`config.mk`:
```
export PLATFORM = sky130hd
export DESIGN_NAME = mlaccel_qpi_tx
export DESIGN_NICKNAME = d
export VERILOG_FILES = /design/src/rtl/mlaccel_pkg.sv /design/src/rtl/mlaccel_byte_fifo.sv /design/src/rtl/mlaccel_qpi_tx.sv
export SDC_FILE = /design/constraint.sdc
export NUM_CORES = 1
export LEC_CHECK = 0
export CAP_MARGIN = 0
export CORE_MARGIN = 2
export CORE_UTILIZATION = 52
export CTS_CLUSTER_DIAMETER = 80
export DETAILED_ROUTE_END_ITERATION = 16
export PLACE_DENSITY = 0.8
export SLEW_MARGIN = 25
export SYNTH_ARGS = -nofsm -noshare
export SYNTH_HDL_FRONTEND = slang
export SYNTH_SLANG_ARGS = --single-unit
```
`constraint.sdc`:
```
create_clock -name clock -period 6.5 [get_ports clock]
set_input_delay 1.3 -clock clock [delete_from_list [all_inputs] [get_ports clock]]
set_output_delay 1.3 -clock clock [all_outputs]
set_load 0.005 [all_outputs]
```
`src/rtl/mlaccel_pkg.sv`:
```
// Shared types and constants for the mlaccel QPI slave datapath.
// Holds the tx state enum, default turnaround and command opcodes.
package mlaccel_pkg;

    typedef enum logic [1:0] {
        TX_IDLE  = 2'd0,
        TX_TURN  = 2'd1,
        TX_DRIVE = 2'd2
    } tx_state_e;

    localparam int TURNAROUND_DEFAULT = 2;

    localparam logic [7:0] CMD_OP_20 = 8'h20;
    localparam logic [7:0] CMD_OP_21 = 8'h21;
    localparam logic [7:0] CMD_OP_22 = 8'h22;

endpackage

```
`src/rtl/mlaccel_byte_fifo.sv`:
```
// Byte FIFO feeding the QPI transmitter; DEPTH must be a power of 2.
// Ports: clock, reset, flush, push/din, pop/dout, full, empty, count.
module mlaccel_byte_fifo #(
    parameter int DEPTH = 4
) (
    input  logic                       clock,
    input  logic                       reset,
    input  logic                       flush,
    input  logic                       push,
    input  logic                       pop,
    input  logic [7:0]                 din,
    output logic [7:0]                 dout,
    output logic                       full,
    output logic                       empty,
    output logic [$clog2(DEPTH):0]     count
);
    localparam int AW = $clog2(DEPTH);
    localparam int CW = AW + 1;

    logic [7:0]    mem [DEPTH];
    logic [AW-1:0] wr_ptr, rd_ptr;
    logic          do_push, do_pop;

    // A full FIFO refuses pushes even when a pop frees a slot this cycle.
    assign do_push = push && !full;
    assign do_pop  = pop && !empty;
    assign full    = count == CW'(DEPTH);
    assign empty   = count == '0;
    assign dout    = mem[rd_ptr];

    always_ff @(posedge clock) begin
        if (do_push) begin
            mem[wr_ptr] <= din;
        end
    end

    always_ff @(posedge clock) begin
        if (reset || flush) begin
            wr_ptr <= '0;
            rd_ptr <= '0;
            count  <= '0;
        end else begin
            if (do_push) begin
                wr_ptr <= wr_ptr + 1'b1;
            end
            if (do_pop) begin
                rd_ptr <= rd_ptr + 1'b1;
            end
            unique case ({do_push, do_pop})
                2'b10:   count <= count + CW'(1);
                2'b01:   count <= count - CW'(1);
                default: count <= count;
            endcase
        end
    end

endmodule

```
`src/rtl/mlaccel_qpi_tx.sv`:
```
// QPI read-data transmitter: turnaround, then nibbles high-first per qpi_clk fall.
// Ports: clock/reset, qpi_csb_s/qpi_clk_s, tx_start, dout_* byte stream,
// qpi_io_do/qpi_io_oe pads, qpi_err_do underrun, qpi_rdy_do flow control.
// Build option: define MLACCEL_QPI_TX_RDY_EN to drive qpi_rdy_do.
module mlaccel_qpi_tx
    import mlaccel_pkg::*;
#(
    parameter int FIFO_DEPTH = 4,
    parameter int TURNAROUND = TURNAROUND_DEFAULT
) (
    input  logic       clock,
    input  logic       reset,
    input  logic       qpi_csb_s,
    input  logic       qpi_clk_s,
    input  logic       tx_start,
    input  logic       dout_valid,
    output logic       dout_ready,
    input  logic [7:0] dout_data,
    output logic [3:0] qpi_io_do,
    output logic [3:0] qpi_io_oe,
    output logic       qpi_err_do,
    output logic       qpi_rdy_do
);
    localparam int CW = $clog2(FIFO_DEPTH) + 1;

    tx_state_e     state, state_nx;
    logic [3:0]    turn_cnt, turn_cnt_nx;
    logic          clk_q, fall, slot;
    logic          phase, phase_nx;
    logic [7:0]    hold_q, hold_nx;
    logic [3:0]    do_nx;
    logic          oe_q, oe_nx, err_nx;
    logic          pop_req;
    logic [7:0]    fifo_dout;
    logic          fifo_full, fifo_empty;
    logic [CW-1:0] fifo_count;

    assign fall = clk_q && !qpi_clk_s;
    // A nibble slot is any fall in DRIVE, or the fall after the
    // turnaround counter has run out, which also enters DRIVE.
    assign slot = fall && (state == TX_DRIVE ||
                  (state == TX_TURN && turn_cnt == 4'd0));

    mlaccel_byte_fifo #(
        .DEPTH (FIFO_DEPTH)
    ) u_fifo (
        .clock (clock),
        .reset (reset),
        .flush (qpi_csb_s),
        .push  (dout_valid),
        .pop   (pop_req),
        .din   (dout_data),
        .dout  (fifo_dout),
        .full  (fifo_full),
        .empty (fifo_empty),
        .count (fifo_count)
    );

    assign dout_ready = !fifo_full;
    assign qpi_io_oe  = {4{oe_q}};

    always_ff @(posedge clock) begin
        if (reset) begin
            state      <= TX_IDLE;
            turn_cnt   <= '0;
            clk_q      <= 1'b0;
            phase      <= 1'b0;
            hold_q     <= '0;
            qpi_io_do  <= '0;
            oe_q       <= 1'b0;
            qpi_err_do <= 1'b0;
        end else begin
            state      <= state_nx;
            turn_cnt   <= turn_cnt_nx;
            clk_q      <= qpi_clk_s;
            phase      <= phase_nx;
            hold_q     <= hold_nx;
            qpi_io_do  <= do_nx;
            oe_q       <= oe_nx;
            qpi_err_do <= err_nx;
        end
    end

    always_comb begin
        state_nx    = state;
        turn_cnt_nx = turn_cnt;
        if (qpi_csb_s) begin
            state_nx    = TX_IDLE;
            turn_cnt_nx = '0;
        end else begin
            unique case (state)
                TX_IDLE: begin
                    if (tx_start) begin
                        if (TURNAROUND == 0) begin
                            state_nx = TX_DRIVE;
                        end else begin
                            state_nx    = TX_TURN;
                            turn_cnt_nx = 4'(TURNAROUND);
                        end
                    end
                end
                TX_TURN: begin
                    if (fall) begin
                        if (turn_cnt == 4'd0) begin
                            state_nx = TX_DRIVE;
                        end else begin
                            turn_cnt_nx = turn_cnt - 4'd1;
                        end
                    end
                end
                TX_DRIVE: state_nx = TX_DRIVE;
                default:  state_nx = TX_IDLE;
            endcase
        end
    end

    always_comb begin
        pop_req  = 1'b0;
        phase_nx = phase;
        hold_nx  = hold_q;
        do_nx    = qpi_io_do;
        oe_nx    = oe_q;
        err_nx   = qpi_err_do;
        if (qpi_csb_s) begin
            phase_nx = 1'b0;
            do_nx    = '0;
            oe_nx    = 1'b0;
            err_nx   = 1'b0;
        end else if (slot) begin
            oe_nx = 1'b1;
            if (!phase) begin
                // Underrun substitutes FFh so both nibbles read back as F.
                pop_req  = 1'b1;
                hold_nx  = fifo_empty ? 8'hFF : fifo_dout;
                do_nx    = hold_nx[7:4];
                err_nx   = qpi_err_do || fifo_empty;
                phase_nx = 1'b1;
            end else begin
                do_nx    = hold_q[3:0];
                phase_nx = 1'b0;
            end
        end
    end

`ifdef MLACCEL_QPI_TX_RDY_EN
    logic rdy_q;
    always_ff @(posedge clock) begin
        if (reset) begin
            rdy_q <= 1'b0;
        end else begin
            rdy_q <= state != TX_IDLE && fifo_count != '0;
        end
    end
    assign qpi_rdy_do = rdy_q;
`else
    logic unused_fifo_count;
    assign unused_fifo_count = ^fifo_count;
    assign qpi_rdy_do = 1'b0;
`endif

endmodule

```
# == Yosys cells after proc, flatten, opt, wreduce, memory -nomap -nowiden ==
# Memory sizes are Yosys's and may differ from the RTL's. A register that Yosys moved wholly into a read port is not among the register bits.
# Index checks and enable logic that the tools add are counted.
# op_classes
n_addsub,5
n_eq_ne,9
n_mux,18
bitwise,2
reduce_logical,21
# ops
op,n
4-bit two-way mux,4
2-bit two-way mux,5
8-bit two-way mux,1
4-bit case mux with 2 select lines,1
2-bit != test (second input constant),3
2-bit case mux with 3 select lines,1
3-bit case mux with 2 select lines,1
3-bit AND reduction,2
1-bit logical AND,5
1-bit two-way mux,5
2-bit by 1-bit adder with 2-bit output (second input constant),2
2-bit by 1-bit equality test with 1-bit output (second input constant),2
2-bit equality test (second input constant),2
4-bit zero test,1
4-bit AND reduction,1
2-bit nonzero test,2
4-bit by 1-bit subtractor with 4-bit output (second input constant),1
3-bit by 1-bit adder with 3-bit output (second input constant),1
3-bit equality test (second input constant),1
1-bit zero test,3
3-bit zero test,1
1-bit logical OR,3
3-bit by 1-bit subtractor with 3-bit output (second input constant),1
2-bit zero test,1
4 further kinds,5
# word_totals
register_bits,25
ramBits,32
input_bits,14
out_inout_bits,11
wordCells,67
n_memories,1
# mem_list
name,depth,width,read_ports,rd_ports_with_merged_regs,wr,line,source
u_fifo.mem,4,8,1,1,1,mlaccel_byte_fifo.sv:20,logic [7:0] mem [DEPTH];

# == Logic depth before layout (Yosys ltp) ==
# Gate-level depths: netlist of the first run.
# logic_depth
depth_word,9
mapped_depth,11

# == Hierarchy ==
# From an unflattened synthesis of the first run, not the netlist that was laid out.
# unflattened
cells_unflattened,212
area_unflattened_um2,2590.0
# modules_own_cells
module,instances,cells_per_inst,area_each_um2,seq_area_each_um2
mlaccel_byte_fifo,1,98,1642.8,1141.1
mlaccel_qpi_tx,1,114,947.2,360.3

# == Worst setup path before layout of the first run ==
# OpenSTA, ideal clock, no wires.
# synth_path
kind,in2reg
startpoint,input qpi_clk_s
endpoint,register u_fifo.count[2]
setup_time_ns,0.070
arrival_ns,3.075
slack_ns,3.355
cell_stages,9
path_cell_list,nor4b_2 > o211ai_2 > inv_1 > ha_1 > inv_1 > fa_1 > xor2_1 > or3_1 > a21oi_1
# synth_via
elab_chain_len,8
# synth_lines
element,line,source
"start, declared",mlaccel_qpi_tx.sv:14,"input logic qpi_clk_s,"
1-bit zero test (*),mlaccel_qpi_tx.sv:38,assign fall = clk_q && !qpi_clk_s;
1-bit logical AND (*),mlaccel_qpi_tx.sv:38,
1-bit logical AND (*),mlaccel_qpi_tx.sv:41,assign slot = fall && (state == TX_DRIVE ||
1-bit two-way mux (*),mlaccel_qpi_tx.sv:129,end else if (slot) begin
1-bit two-way mux (*),mlaccel_qpi_tx.sv:124,if (qpi_csb_s) begin
1-bit logical AND (*),mlaccel_byte_fifo.sv:26,assign do_pop = pop && !empty;
via u_fifo.do_pop,mlaccel_byte_fifo.sv:22,"logic do_push, do_pop;"
2-bit by 1-bit equality test with 1-bit output or 2-bit equality test (tied branches),mlaccel_byte_fifo.sv:49,"unique case ({do_push, do_pop})"
3-bit case mux with 2 select lines or 2-bit nonzero test (tied branches),-,
"end signal, assigned",mlaccel_byte_fifo.sv:50,2'b10: count <= count + CW'(1);
"end signal, assigned",mlaccel_byte_fifo.sv:51,2'b01: count <= count - CW'(1);
"end signal, assigned",mlaccel_byte_fifo.sv:52,default: count <= count;
"end, declared",mlaccel_byte_fifo.sv:15,output logic [$clog2(DEPTH):0] count
# Mark *: on every way through the listed nets, which the timed path passes. The rest lies on a longest branch.
# A chain may end at the register's enable or synchronous reset.

# == Worst setup path in the final report of the first run ==
# Same ends and word-level chain as after synthesis.

==> flow_summary_export.csv, run 1 <==
group,metric,value,unit
sta,rsz0062_at_grt,"false",
detailed_routing,drt-initial-drc-count,98,
clock_tree,root_driver,"clkbuf_8",
global_route,grt_max_degree,21,
detailed_routing,final_antenna_net_count,0,
cells_and_area,fraction_of_layout_instances_using_a_drive_strength_above_1,0.1511,
detailed_routing,finalWirelength,4330,um
critical_path,cp_top_family,"simple AND/OR/NAND/NOR gates",
clock_tree,cts_max_path_buffers,2,
cells_and_area,multi_input_combinational_cell_area,938.4,um^2
critical_path,timing.critical_path.cells,"clkdlybuf4s50_1, nor4b_2, o211ai_2, inv_1, ha_1, inv_1, fa_1, xor2_1, or3_1, a21oi_1",
sta,finalSetupTns,0,ns
detailed_routing,avgRoutedWirePerCell,14.83,um
logic_synthesis,synth_mux_area_frac,0.07004,
status,status,"finished clean",
placed_design,place_ws,2.614,ns
logic_synthesis,async_reset_ff_frac,0,
placed_design,placement.io_buffers,23,
clock_tree,cts_inserted_buffers,9,
critical_path,cp.buffers_inverters,3,
critical_path,critPathLaunch,"qpi_clk_s",
critical_path,critical_path.most_common_cell,"inv_1",
global_route,grt_pass1_vias,1547,
floorplan,floorplan.initialDensity,0.5411,
detailed_routing,route.vias.total,1576,
global_route,antenna_violations_before_repair,0,
logic_synthesis,postSynthAreaPerCell,13.06,um^2
floorplan,rows,25,
clock_tree,clk_pin_slew,0.07,ns
sta,period_minus_slack,3.520,ns
critical_path,rr_worst_depth,11,
critical_path,rrSetupSlack,3.83,ns
logic_synthesis,synth_simple_gate_area_share,0.1119,
global_route,grt_pass1_wl,7210,um
sta,finalHoldWorstSlack,0.4617,ns
floorplan,design.portCount,25,
sta,number_of_failing_hold_endpoints_at_the_final_stage,0,
logic_synthesis,synthXorXnorAreaFrac,0.02043,
placed_design,placed_insts,276,
logic_synthesis,dominantRegCellSynth,"edfxtp_1",
floorplan,core_region_area,0.004755,mm^2
clock_tree,tritoncts_num_sinks,59,
critical_path,timing.rr.end,"u_fifo.count[2]",
logic_synthesis,post_synth_instance_area,0.002572,mm^2
critical_path,endpoint_kind,"flip-flop",
sta,timing.clock.skew,0.008771,ns
critical_path,cp.arrival,3.78,ns
detailed_routing,remaining_drc_errors,0,
logic_synthesis,synth_top_family_by_area,"simple AND/OR/NAND/NOR gates",
global_route,grt_usage,0.1813,
logic_synthesis,compound_cell_area_share_of_the_yosys_netlist,0.1094,
sta,timing.slew.headroom,0.4684,
floorplan,die_area,0.005526,mm^2
logic_synthesis,synth.top_cells.by_count,"edfxtp_1, dfxtp_1, inv_1",
logic_synthesis,synthDominantCellAreaShare,0.3735,
clock_tree,ctsResizeCount,0,
logic_synthesis,yosys.cell_count.top_type,"edfxtp_1",
clock_tree,postCtsSetupRepairBufs,0,
logic_synthesis,synth-seq-area-share,0.5837,
min_path,timing.hold.worst_path_depth,2,
critical_path,critical_path_class,"in -> reg",
sta,max_clock_freq,284.1,MHz
critical_path,timing.critical_path.slowest_stage_cell,"clkdlybuf4s50_1",
pwr,total_leakage_power,1.062,nW
logic_synthesis,yosys-top-cells-area,"edfxtp_1, dfxtp_1, mux4_2",
logic_synthesis,synth_seq_cells,59,
floorplan,die-height,74.34,um
sta,period_utilisation_layout,0.5415,
logic_synthesis,synth_fa_ha_area_frac,0.05156,
clock_tree,htree_levels,3,
critical_path,start_kind,"primary input",
critical_path,setup.worst_path.end,"u_fifo.count[2]",
logic_synthesis,netlist_instances,197,
critical_path,cp_num_cells,10,
cells_and_area,layoutNonFillerInstCount,292,
pwr,totalPowerFinal,0.7887,mW
detailed_routing,drt_pre_antenna_iters,4,
critical_path,max_stage_delay_on_crit_path,0.46,ns
clock_tree,tritoncts,"built",
critical_path,critPathMaxFanout,6,
sta,finalMaxSlewViolations,0,
min_path,hold_class,"reg -> reg",
logic_synthesis,synth_fp_nets,221,
clock_tree,holdBufCountCts,0,
logic_synthesis,synth_area_leader_cell,"edfxtp_1",
cells_and_area,num_antenna_cells,0,
pwr,vdd_drop_max,224.1,uV
placed_design,dp_hpwl,3097,um
cells_and_area,register_area,0.001501,mm^2
sta,final-setup-viol-count,0,
clock_tree,clock_insertion_delay_worst_skew,0.33,ns
cells_and_area,number_of_filler_cells_placed_in_the_layout,380,
cells_and_area,final_net_count,244,
pwr,p_per_area,261.8,mW/mm^2
job,max_cap_viol_count,0,
cells_and_area,area.growth.synth_to_final,17.12,%
logic_synthesis,synth_enable_flop_cells,32,
detailed_routing,post_drt_via_cell_ratio,5.397,
sta,fin_ws,2.980,ns
logic_synthesis,yosysWarnings,0,
floorplan,die-width,74.34,um
logic_synthesis,ys_types,46,
placed_design,routabilityCongestion,0.8172,
global_route,global_route.overflow_total,0,
sta,tightest_slew,0.7974,ns
critical_path,data_required_critical_path,6.76,ns
critical_path,crit-reg2reg-launch,"state[1]",
-- worst register-to-register path: cells and delay by family (launching register included) --
family,cells,cell delay [ns]
flip-flops,1,0.33
AO/OA/AOI/OAI,2,0.36
XOR/XNOR,1,0.15
adder cells (fa/ha/maj),3,0.74
AND/OR/NAND/NOR,2,0.78
buffers and inverters,3,0.24
-- where the power goes --
group	internal [mW]	switching (mW)	total, mW
registers	0.401	0.00455	0.406
clock network	0.179	0.152	0.332
logic	0.0236	0.0273	0.0509
total	0.604	0.184	0.789
-- stage by stage --
step,utilization,cell area (um^2)
4_1_cts,0.6337,3013
2_1_floorplan,-,2572
3_3_place_gp,0.5918,2814
3_5_place_dp,0.5918,2814
6_report,0.6337,3013
5_1_grt,0.6337,3013
-- per-layer routing --
metal / global-route usage / up-vias / share of wire
met5: 0 / - / 0
met1: 0.2347 / 752 / 0.45
met2: 0.2817 / 48 / 0.48
li1: - / 768 / -
met3: 0.05691 / 8 / 0.053
met4: 0.08333 / 0 / 0.014
-- worst min path at each step --
stage	startpoint	to	slack [ns]
after floorplan	qpi_err_do	qpi_err_do	0.45
after global placement	qpi_err_do	qpi_err_do	0.45
after detailed placement	qpi_err_do	qpi_err_do	0.46
after CTS	qpi_err_do	qpi_err_do	0.47
after global routing	qpi_err_do	qpi_err_do	0.47
final	qpi_err_do	qpi_err_do	0.46
-- cell type report --
cell class | count | area share
clock buffers | 9 | 0.04111
clock inverters | 7 | 0.02492
inverters | 16 | 0.01993
multi-input cells | 111 | 0.3115
flip-flops and latches | 59 | 0.4983
well taps | 67 | 0.02782
repair buffers | 23 | 0.07641
-- placed cells by master (no fill, tap or decap), drive strengths merged, types with 5 or more instances in the layout --
master,synthesis,final
o21ai,5,5
a21oi,11,11
ha,9,9
dfxtp,27,27
nand3,7,7
nor2,14,14
clkdlybuf4s50,0,23
clkbuf,2,9
nor2b,6,6
edfxtp,32,32
inv,15,18
mux4,8,8
o22ai,5,5
xor2,5,5
nor3,5,5
-- flip-flops by register name, indices dropped and copies added, names as in the netlist, named ones only --
| name | cells |
|---|---|
| qpi_err_do | 1 |
| oe_q | 1 |
| hold_q | 4 |
| u_fifo.rd_ptr | 2 |
| qpi_io_do | 4 |
| u_fifo.mem | 32 |
| u_fifo.count | 3 |
| turn_cnt | 4 |
| state | 2 |
| u_fifo.wr_ptr | 2 |
| phase | 1 |
| clk_q | 1 |
-- cells by family after synthesis --
logic type,Yosys count
xor+xnor,6
compound gates,37
simple gates,49
mux,8
other cells,1
buf+inv,27
fa+ha+maj,10
flops,59
No activity file was read; power rests on OpenSTA's default activity.
==> run 2: changes to the inputs <==
- clock period: 6.5 -> 3.5 ns (I/O delays scaled with it)
==> flow_summary_export.csv, run 2 (synthesized netlist as in run 1, its figures left out) <==
group,metric,value,unit
floorplan,die-width,74.34,um
placed_design,placement.io_buffers,23,
global_route,grt_usage,0.1793,
detailed_routing,finalWirelength,4403,um
floorplan,core_region_area,0.004755,mm^2
clock_tree,cts_inserted_buffers,9,
global_route,grt_pass1_vias,1499,
sta,rsz0062_at_grt,"false",
cells_and_area,area.growth.synth_to_final,15.52,%
critical_path,critPathMaxFanout,6,
floorplan,die_area,0.005526,mm^2
critical_path,timing.rr.end,"u_fifo.count[2]",
placed_design,place_ws,0.1756,ns
sta,finalHoldWorstSlack,0.4552,ns
cells_and_area,largest_register_ffs,32,
sta,fin_ws,0.5197,ns
clock_tree,tritoncts_num_sinks,59,
critical_path,rr_worst_depth,11,
status,status,"finished clean",
critical_path,timing.critical_path.cells,"clkdlybuf4s50_1, nor4b_2, o211ai_2, inv_1, ha_1, inv_1, fa_1, xor2_1, or3_1, a21oi_1",
detailed_routing,drt-initial-drc-count,109,
clock_tree,cts_max_path_buffers,2,
clock_tree,clock_insertion_delay_worst_skew,0.33,ns
sta,number_of_failing_hold_endpoints_at_the_final_stage,0,
cells_and_area,most-common-layout-cells,"edfxtp_1, dfxtp_1, clkdlybuf4s50_1",
detailed_routing,remaining_drc_errors,0,
global_route,grt_pass1_wl,7031,um
critical_path,critical_path.most_common_cell,"inv_1",
sta,final-setup-viol-count,0,
min_path,worst_hold_startpoint,"qpi_err_do",
critical_path,critical_path_class,"in -> reg",
critical_path,endpoint_kind,"flip-flop",
critical_path,timing.critical_path.slowest_stage_cell,"clkdlybuf4s50_1",
detailed_routing,route.vias.total,1550,
detailed_routing,post_drt_via_cell_ratio,5.326,
cells_and_area,number_of_filler_cells_placed_in_the_layout,392,
global_route,global_route.overflow_total,0,
floorplan,die-height,74.34,um
min_path,hold_class,"reg -> reg",
critical_path,max_stage_delay_on_crit_path,0.46,ns
detailed_routing,final_antenna_net_count,0,
clock_tree,htree_levels,3,
sta,max_clock_freq,335.5,MHz
sta,timing.slew.headroom,0.4574,
sta,finalSetupTns,0,ns
cells_and_area,fraction_of_layout_instances_using_a_drive_strength_above_1,0.1473,
critical_path,rrSetupSlack,0.77,ns
pwr,vdd_drop_max,397.9,uV
sta,timing.clock.skew,0.009212,ns
cells_and_area,layout_commonest_cell,"edfxtp_1",
detailed_routing,drt_pre_antenna_iters,4,
min_path,hold_path_end,"qpi_err_do",
clock_tree,tritoncts,"built",
detailed_routing,avgRoutedWirePerCell,15.13,um
placed_design,dp_hpwl,3055,um
min_path,timing.hold.worst_path_depth,2,
floorplan,design.portCount,25,
global_route,antenna_violations_before_repair,0,
cells_and_area,num_antenna_cells,0,
clock_tree,postCtsSetupRepairBufs,0,
sta,period_minus_slack,2.980,ns
clock_tree,ctsResizeCount,0,
pwr,p_per_area,456.0,mW/mm^2
job,max_cap_viol_count,0,
floorplan,rows,25,
critical_path,crit-reg2reg-launch,"state[1]",
pwr,total_leakage_power,1.046,nW
sta,finalMaxSlewViolations,0,
global_route,grt_max_degree,21,
clock_tree,clk_pin_slew,0.06,ns
cells_and_area,utilization,0.6250,
critical_path,data_required_critical_path,3.75,ns
cells_and_area,largest_register,"u_fifo.mem",
clock_tree,holdBufCountCts,0,
sta,tightest_slew,0.8139,ns
sta,period_utilisation_layout,0.8515,
placed_design,routabilityCongestion,0.8190,
critical_path,start_kind,"primary input",
floorplan,floorplan.initialDensity,0.5411,
cells_and_area,final_net_count,244,
clock_tree,root_driver,"clkbuf_8",
critical_path,cp.arrival,3.23,ns
-- run 2: changes by cell type in the layout (fill, tap and decap cells not counted) --
cell,delta
bufinv_16,-1
clkinv_2,+3
inv_6,-3
-- run 2: report_power, final --
group	switching, mW	total (mW)	internal, mW	leakage [nW]
registers	0.00868	0.755	0.746	0.512
clock network	0.260	0.506	0.246	0.0783
logic	0.0509	0.0947	0.0438	0.455
-- run 2: worst max path at each step --
stage / depth (start not counted) / from / to / slack [ns]
after floorplan: 9 / qpi_clk_s / u_fifo.count[2] / 0.95
after global placement: 10 / qpi_clk_s / u_fifo.count[2] / 0.33
after detailed placement: 10 / qpi_clk_s / u_fifo.count[2] / 0.18
after CTS: 10 / qpi_clk_s / u_fifo.count[2] / 0.52
after global routing: 10 / qpi_clk_s / u_fifo.count[2] / 0.38
final: 10 / qpi_clk_s / u_fifo.count[2] / 0.52
-- run 2: per-layer routing --
metal / GRT usage / wire length, um / up-vias
met1: 0.2283 / 2018 / 743
met2: 0.2758 / 2066 / 33
li1: - / - / 763
met4: 0.07738 / 93 / 0
met3: 0.06911 / 225 / 11
met5: 0 / 0 / -
-- run 2: cell type report --
type                            count  area (um^2)  share of cell area
Clock buffer                        9        123.9             0.04168
Clock inverter                      6        33.78             0.01137
Inverter                           16        60.06             0.02021
Multi-Input combinational cell    111        938.4              0.3158
Sequential cell                    59         1501              0.5053
Tap cell                           67        83.83             0.02821
Timing Repair Buffer               23        230.2             0.07747
-- run 2: through the flow --
stage	power [mW]	area (um^2)	std cells
detailed placement	0.8641	2814	276
global placement	0.8600	2814	276
floorplan	0.8279	2572	197
global route	1.406	2972	291
CTS	1.371	2972	291
finish	1.355	2972	291
-- run 2: critical path: cells and delay by family --
family | cells | cell delay [ns]
simple gates | 2 | 0.75
buf+inv | 3 | 0.64
fa+ha+maj | 2 | 0.56
compound gates | 2 | 0.40
xor+xnor | 1 | 0.16
==> run 3: changes to the inputs <==
==> constraint.sdc (replaced) <==
create_clock -name clock -period 3.5 [get_ports clock]
set_input_delay 0.35 -clock clock [delete_from_list [all_inputs] [get_ports clock]]
set_output_delay 0.35 -clock clock [all_outputs]
set_load 0.005 [all_outputs]
==> flow_summary_export.csv, run 3 (synthesized netlist as in run 1, its figures left out) <==
group,metric,value,unit
status,status,"finished clean",
cells_and_area,layout_commonest_cell,"edfxtp_1",
critical_path,crit-reg2reg-launch,"state[1]",
floorplan,die_area,0.005526,mm^2
clock_tree,tritoncts,"built",
placed_design,dpl_cell_area,0.002814,mm^2
clock_tree,ctsResizeCount,0,
critical_path,critPathMaxFanout,6,
floorplan,core_region_area,0.004755,mm^2
clock_tree,htree_levels,3,
global_route,antenna_violations_before_repair,0,
global_route,top_usage_layer,"met2",
cells_and_area,area.growth.synth_to_final,16.93,%
critical_path,rr_worst_depth,11,
floorplan,design.portCount,25,
detailed_routing,route.vias.total,1536,
global_route,groute.layer.met3.usage,0.07182,
critical_path,data_required_critical_path,3.75,ns
pwr,clockPowerShare,0.413,
floorplan,floorplan.initialDensity,0.5411,
critical_path,critical_path.most_common_cell,"inv_1",
sta,finalMaxSlewViolations,0,
cells_and_area,final_net_count,244,
critical_path,cp_num_cells,11,
cells_and_area,fraction_of_layout_instances_using_a_drive_strength_above_1,0.1467,
sta,max_clock_freq,382.4,MHz
critical_path,timing.critical_path.slowest_stage_cell,"nor4bb_4",
detailed_routing,finalWirelength,4122,um
global_route,met2_usage,0.2649,
job,max_cap_viol_count,0,
sta,number_of_failing_hold_endpoints_at_the_final_stage,0,
clock_tree,cts_max_path_buffers,2,
critical_path,cp.buffers_inverters,3,
floorplan,die-height,74.34,um
clock_tree,postCtsSetupRepairBufs,0,
clock_tree,root_driver,"clkbuf_8",
critical_path,cp_top_family,"simple AND/OR/NAND/NOR gates",
detailed_routing,remaining_drc_errors,0,
sta,finalSetupTns,0,ns
sta,period_minus_slack,2.615,ns
global_route,grt_pass1_vias,1519,
critical_path,critical_path_class,"reg -> reg",
floorplan,die-width,74.34,um
placed_design,placement.io_buffers,23,
pwr,vdd_drop_max,330.8,uV
cells_and_area,largest_register,"u_fifo.mem",
critical_path,timing.rr.end,"u_fifo.count[2]",
clock_tree,clock_insertion_delay_worst_skew,0.33,ns
sta,rsz0062_at_grt,"false",
detailed_routing,final_antenna_net_count,0,
pwr,sequentialPowerShare,0.522,
detailed_routing,drt_pre_antenna_iters,4,
sta,period_utilisation_layout,0.7471,
critical_path,endpoint_kind,"flip-flop",
pwr,p_sw_frac,0.2260,
cells_and_area,most-common-layout-cells,"edfxtp_1, dfxtp_1, clkdlybuf4s50_1",
critical_path,setup.worst_path.end,"u_fifo.count[2]",
cells_and_area,stdcell_area,0.003008,mm^2
pwr,p_per_area,480.2,mW/mm^2
sta,tightest_slew,0.7892,ns
critical_path,start_kind,"flip-flop",
sta,final-setup-viol-count,0,
global_route,globalRouteMet1Util,0.2241,
pwr,internal_power,1.118,mW
cells_and_area,largest_register_ffs,32,
detailed_routing,drt-initial-drc-count,67,
global_route,grt_max_degree,21,
pwr,total_leakage_power,1.058,nW
global_route,grt_pass1_wl,6906,um
detailed_routing,avgRoutedWirePerCell,14.12,um
critical_path,max_stage_delay_on_crit_path,0.46,ns
clock_tree,clk_pin_slew,0.07,ns
placed_design,routabilityCongestion,0.8238,
critical_path,cp.arrival,2.87,ns
cells_and_area,num_antenna_cells,0,
critical_path,rrSetupSlack,0.89,ns
sta,finalHoldWorstSlack,0.4574,ns
clock_tree,tritoncts_num_sinks,59,
critical_path,critPathLaunch,"state[1]",
detailed_routing,post_drt_via_cell_ratio,5.260,
clock_tree,holdBufCountCts,0,
global_route,global_route.overflow_total,0,
sta,timing.clock.skew,0.007706,ns
min_path,hold_class,"reg -> reg",
floorplan,rows,25,
sta,timing.slew.headroom,0.4739,
placed_design,dp_hpwl,2886,um
pwr,total_switching_power,0.3264,mW
pwr,power.combinational.fraction,0.065,
critical_path,timing.critical_path.cells,"inv_1, ha_1, nor4bb_4, o211ai_2, inv_1, ha_1, inv_1, fa_1, xor2_1, or3_1, a21oi_1",
global_route,grt_usage,0.1744,
clock_tree,cts_inserted_buffers,9,
==> run 3: cell count changes in the layout (fill, tap and decap cells not counted) <==
cell / delta
clkinv_2: -3
bufinv_16: +1
clkinv_4: +2
clkbuf_1: +1
==> run 3: area by class of cell <==
type | instances | area [um^2]
fill | 359 | 1747
sequential | 59 | 1501
multi-input combinational | 111 | 938.4
timing repair buffer | 23 | 230.2
clock buffer | 10 | 127.6
tap | 67 | 83.83
clock inverter | 6 | 66.31
inverter | 16 | 60.06
==> run 3: tightest hold or removal path, delay by kind of cell, from the launching register on <==
kind,cells,cell delay [ns]
AOI/OAI and AO/OA,1,0.04
DFF,1,0.31
buffers and inverters,1,0.06
==> run 3: worst min-delay path by stage <==
stage               start  depth (start not counted)    endpoint  slack, ns
2_1_floorplan       reset                          1       clk_q       0.42
3_3_place_gp   qpi_err_do                          2  qpi_err_do       0.45
6_report       qpi_err_do                          2  qpi_err_do       0.46
5_1_grt        qpi_err_do                          2  qpi_err_do       0.49
3_5_place_dp   qpi_err_do                          2  qpi_err_do       0.45
4_1_cts        qpi_err_do                          2  qpi_err_do       0.46
==> run 3: power by group through the flow <==
stage | Combinational (mW) | Sequential (mW) | Clock (mW)
2_1_floorplan | 0.0610 | 0.767 | 0
3_3_place_gp | 0.0917 | 0.768 | 0
3_5_place_dp | 0.0935 | 0.769 | 0
4_1_cts | 0.0938 | 0.754 | 0.611
5_1_grt | 0.104 | 0.755 | 0.647
6_report | 0.0932 | 0.754 | 0.597
==> run 3: stage by stage <==
step / utilization / total power, mW / instances / setup slack, ns
floorplan: - / 0.8279 / 197 / 1.090
global placement: 0.5918 / 0.8601 / 276 / 0.6833
detailed placement: 0.5918 / 0.8628 / 276 / 0.6251
CTS: 0.6326 / 1.459 / 292 / 0.8723
global route: 0.6326 / 1.506 / 292 / 0.6397
finish: 0.6326 / 1.444 / 292 / 0.8853
==> run 3: routing by layer <==
layer / share of wire / vias to the layer above
met1: 0.47 / 728
met4: 0.017 / 0
met3: 0.045 / 8
met5: 0 / -
li1: - / 769
met2: 0.46 / 31
